--- config.mk ---
export PLATFORM = sky130hd
export DESIGN_NAME = div
export DESIGN_NICKNAME = d
export VERILOG_FILES = /design/src/rtl/div.sv
export SDC_FILE = /design/constraint.sdc
export NUM_CORES = 1
export LEC_CHECK = 0
export BUFFER_PORTS_ARGS = -buffer_cell sky130_fd_sc_hd__buf_2
export CORE_UTILIZATION = 50
export CTS_CLUSTER_SIZE = 12
export DETAILED_ROUTE_END_ITERATION = 10
export PLACE_DENSITY = 0.7
export SETUP_SLACK_MARGIN = 0.15
export SLEW_MARGIN = 20
export SYNTH_ARGS = -nofsm -noshare
export SYNTH_HDL_FRONTEND = slang
export SYNTH_SLANG_ARGS = --single-unit
export TNS_END_PERCENT = 10
--- constraint.sdc ---
create_clock -name clk -period 6 [get_ports clk]
set_input_delay 0.9 -clock clk [delete_from_list [all_inputs] [get_ports clk]]
set_output_delay 0.9 -clock clk [all_outputs]
set_load 0.005 [all_outputs]
--- src/rtl/div.sv ---
// Restoring shift-subtract divider: one quotient bit per clock, ready_o 33 cycles after start is taken (1 for divide-by-zero).
// The caller holds start_i until it sees ready_o; the result stays put until start_i drops, and annul_i abandons a running divide.
module div (
  input  logic        clk,
  input  logic        rst,
  input  logic        signed_div_i,
  input  logic [31:0] opdata1_i,
  input  logic [31:0] opdata2_i,
  input  logic        start_i,
  input  logic        annul_i,
  output logic [63:0] result_o,
  output logic        ready_o
);

  typedef enum logic [1:0] {FREE, BY_ZERO, ON, END} state_t;

  state_t      state, state_n;
  logic [5:0]  cnt, cnt_n;
  logic [64:0] work, work_n;
  logic [31:0] divisor, divisor_n;
  logic        q_neg, q_neg_n;
  logic        r_neg, r_neg_n;
  logic [63:0] result_n;
  logic        ready_n;

  logic [31:0] op1_abs, op2_abs;
  logic [64:0] shifted;
  logic [32:0] diff;
  logic [31:0] quot, rem;

  assign op1_abs = (signed_div_i && opdata1_i[31]) ? -opdata1_i : opdata1_i;
  assign op2_abs = (signed_div_i && opdata2_i[31]) ? -opdata2_i : opdata2_i;

  // Trial subtraction on the shifted partial remainder; diff[32] set means it went negative.
  assign shifted = work << 1;
  assign diff    = shifted[64:32] - {1'b0, divisor};

  assign quot = q_neg ? -work[31:0]  : work[31:0];
  assign rem  = r_neg ? -work[63:32] : work[63:32];

  always_comb begin
    state_n   = state;
    cnt_n     = cnt;
    work_n    = work;
    divisor_n = divisor;
    q_neg_n   = q_neg;
    r_neg_n   = r_neg;
    result_n  = result_o;
    ready_n   = ready_o;
    case (state)
      FREE: begin
        ready_n  = 1'b0;
        result_n = 64'd0;
        if (start_i && !annul_i) begin
          if (opdata2_i == 32'd0) begin
            state_n = BY_ZERO;
          end else begin
            state_n   = ON;
            cnt_n     = 6'd0;
            work_n    = {33'd0, op1_abs};
            divisor_n = op2_abs;
            q_neg_n   = signed_div_i && (opdata1_i[31] ^ opdata2_i[31]);
            r_neg_n   = signed_div_i && opdata1_i[31];
          end
        end
      end
      BY_ZERO: begin
        state_n  = END;
        result_n = 64'd0;
        ready_n  = 1'b1;
      end
      ON: begin
        if (annul_i) begin
          state_n  = FREE;
          result_n = 64'd0;
          ready_n  = 1'b0;
        end else if (cnt != 6'd32) begin
          if (!diff[32]) work_n = {diff, shifted[31:0] | 32'd1};
          else           work_n = shifted;
          cnt_n = cnt + 6'd1;
        end else begin
          result_n = {rem, quot};
          ready_n  = 1'b1;
          cnt_n    = 6'd0;
          state_n  = END;
        end
      end
      END: begin
        if (!start_i) begin
          state_n  = FREE;
          ready_n  = 1'b0;
          result_n = 64'd0;
        end
      end
      default: state_n = FREE;
    endcase
  end

  always_ff @(posedge clk or posedge rst) begin
    if (rst) begin
      state    <= FREE;
      cnt      <= 6'd0;
      work     <= 65'd0;
      divisor  <= 32'd0;
      q_neg    <= 1'b0;
      r_neg    <= 1'b0;
      result_o <= 64'd0;
      ready_o  <= 1'b0;
    end else begin
      state    <= state_n;
      cnt      <= cnt_n;
      work     <= work_n;
      divisor  <= divisor_n;
      q_neg    <= q_neg_n;
      r_neg    <= r_neg_n;
      result_o <= result_n;
      ready_o  <= ready_n;
    end
  end

endmodule

==> impl_metrics.toml <==
[outcome]
outcome = "finished with violations"
violations = "DRC"

[sta]
maxSlewViolCount = 0
worst_pin_slew_ns = 1.09
fin_crit_ns = 4.20
skew_ns = 0.0113
fin_hold_ws_ns = 0.473
relSlewSlack_pct = 27.1
rsz0062_at_grt = "false"
report.final.setup_viol = 0
max_freq_mhz = 238
fin_tns_setup_ns = 0
finalHoldViolations = 0
finalCritPeriodShare_pct = 70.0

[worst_setup_path]
criticalPathCategory = "reg2reg"
reg2reg_slack_ns = 1.80
r2r_start = "work[31]"
cpMostUsedCell = "a21oi_1"
worstPathRequired_ns = 6.28
r2r_cells = 13
end_kind = "flip-flop"
critPathArrivalTime_ns = 4.48
r2r-end = "work[43]"
crit_family = "compound AO/OA/AOI/OAI gates"
crit_fanout = 15
timing.critical_path.slowest_cell_delay_ns = 0.48
cp-start-kind = "flip-flop"
crit_chain = "inv_1 -> ha_1 -> fa_1 -> nand2b_1 -> a21oi_1 -> o311a_1 -> a21oi_1 -> o211ai_1 -> a31oi_1 -> a31o_2 -> nor2_1 -> buf_4 -> o311ai_0"
crit_slowest_cell = "nor2_1"
crit_buf_inv = 2

[clock_network]
clkSinkCount = 171
worstSkewPairLatency_ns = 0.43
post-cts-setup-buffers = 0
cts-hold-fix-buffers = 0
cts_max_path_buffers = 2
cts_buffers = 17
cts_tree = "built"
h-tree-depth = 4
cts_resized = 0
clk_pin_slew_worst_paths_ns = 0.07
cts_root_buf = "clkbuf_16"

[placement]
hpwl_mm = 22.2
routabilityCongestion = 0.904
numPortBuffers = 133

[detailed_routing]
vias = 10500
drc = 2
detail_route.vias_per_cell = 5.84
first_iter_violations = 809
first_pass_iters = 8
ant_nets = 0
wl_mm = 29.8
drt-wirelength-per-cell_um = 16.6

[logic_synthesis]
yosysWarnings = 0
synth_cells = 1411
seq_area_frac_synth_pct = 37.2
yosys_register_bits = 171
synth_edf_count = 0
avgSynthCellArea_um2 = 8.15
synth_flop_cell = "dfrtp_1"
synth_cell_types = 62
syn_area_um2 = 11500
async_reset_ff_share_pct = 100
syn_nets = 1524

[global_routing]
antenna_found_initial = 0
grt_pass1_wl_mm = 49.3
grt_max_degree = 89
grt-ovfl-total = 0
grtUsageTotal_pct = 25.9
grt_pass1_vias = 9583

[power_and_ir_drop]
fin_total_pwr_mw = 5.02
peakVddDrop_uv = 213
powerDensity_nw_per_um2 = 387
leakage_nw = 5.94

[cells_and_area]
nNetsFinal = 1608
drive_gt1_share_pct = 13.5
syn2layout_area_growth_pct = 12.7
final_common_cell = "nand2_1"
nFillCells = 2110
final_cell_mix = "nand2_1, o21ai_0, dfrtp_1, buf_2, a21oi_1"
n_antenna_cell = 0

[floorplanning]
core_area_um2 = 22600
rows = 55
initial_utilization_pct = 50.9
io_pins = 134
fp.dieArea_um2 = 23600
die_h_um = 154
die_w_um = 154

[worst_hold_path]
hold_path_end = "result_o[13]"
hp-start = "result_o[13]"
holdCritPathClass = "reg2reg"
hold_depth = 2

[job]
maxCapViolations = 0
==> layer usage <==
layer	up-vias	track usage (%)	wire length, µm
met5	-	0	0
met4	0	6.00	356
met3	25	3.72	1630
met2	294	37.9	12700
met1	4970	39.9	15000
li1	5173	-	-
==> logic make-up (layout without fill, tap and decap cells) <==
family,count (synthesis),after routing,synth area share (%)
buffers and inverters,140,236,4.67
DFF,171,171,37.2
AOI/OAI and AO/OA,426,426,22.5
adders and majority gates,44,44,4.86
muxes,7,7,0.610
and+or+nand+nor,482,482,19.4
xor gates and xnor gates,141,141,10.7
==> cells in the mapped netlist, drive strengths merged, types with 2 or more instances <==
| master | number | area share [%] |
|---|---|---|
| dfrtp | 171 | 37 |
| or3 | 19 | 1.2 |
| clkbuf | 71 | 2.3 |
| and3 | 7 | 0.38 |
| or2 | 6 | 0.33 |
| nand4 | 27 | 1.5 |
| mux2i | 7 | 0.61 |
| xnor2 | 54 | 4.1 |
| o21ai | 179 | 7.9 |
| o31ai | 65 | 4.2 |
| inv | 60 | 2.0 |
| nor3 | 33 | 1.4 |
| o21bai | 3 | 0.20 |
| a31o | 2 | 0.15 |
| o41ai | 12 | 1.0 |
| ha | 43 | 4.7 |
| a21o | 11 | 0.72 |
| nand2b | 12 | 0.65 |
| and2 | 11 | 0.60 |
| nor4 | 13 | 0.71 |
| a22oi | 2 | 0.13 |
| nand2 | 232 | 7.6 |
| a41oi | 2 | 0.15 |
| o211ai | 13 | 0.85 |
| a31oi | 11 | 0.60 |
| xor2 | 87 | 6.6 |
| nand3b | 2 | 0.13 |
| o311ai | 16 | 1.3 |
| a21oi | 95 | 4.1 |
| nand3 | 15 | 0.65 |
| nor2 | 78 | 2.5 |
| buf | 9 | 0.39 |
| or4 | 15 | 1.0 |
| nor2b | 8 | 0.44 |
| a21boi | 4 | 0.26 |
==> worst min-delay path, cell delays in order, from the launching register on <==
cell and delay [ns]:
dfrtp_1 0.34, nand2_1 0.04, o21ai_0 0.06
==> sequential cells by signal, indices dropped and copies added, names as in the netlist <==
register and flops:
cnt 6, divisor 32, q_neg 1, r_neg 1, ready_o 1, result_o 64
state 2, work 64
==> worst max-delay path by stage <==
stage	from	to	depth (start not counted)
floorplan	rst	cnt[0]	1
global placement	opdata2_i[8]	work[13]	10
detailed placement	opdata2_i[8]	work[1]	10
CTS	work[31]	work[43]	13
global route	work[31]	work[44]	13
finish	work[31]	work[43]	13
==> metrics by stage <==
stage	cell area, µm²	util [%]	std cells	setup slack, ns
global route	13000	57.4	1792	1.41
finish	13000	57.4	1792	1.80
CTS	12900	57.4	1792	1.80
detailed placement	12300	54.7	1761	1.36
floorplan	11500	-	1411	0.468
global placement	12300	54.7	1761	1.40
==> layout make-up <==
class | count | area [µm²] | area share (%)
clock inverter | 11 | 136 | 1.05
sequential | 171 | 4280 | 33.0
timing repair buffer | 145 | 756 | 5.83
clock buffer | 20 | 467 | 3.60
inverter | 60 | 230 | 1.78
multi-input combinational | 1100 | 6730 | 52.0
tap | 285 | 357 | 2.75
==> where the power goes <==
part / total, mW / internal (mW) / switching [mW]
Clock: 1.12 / 0.650 / 0.474
Sequential: 1.76 / 1.41 / 0.345
Combinational: 2.14 / 0.820 / 1.31
Total: 5.02 / 2.88 / 2.13
Note: power is estimated with default switching activity, not from simulation.
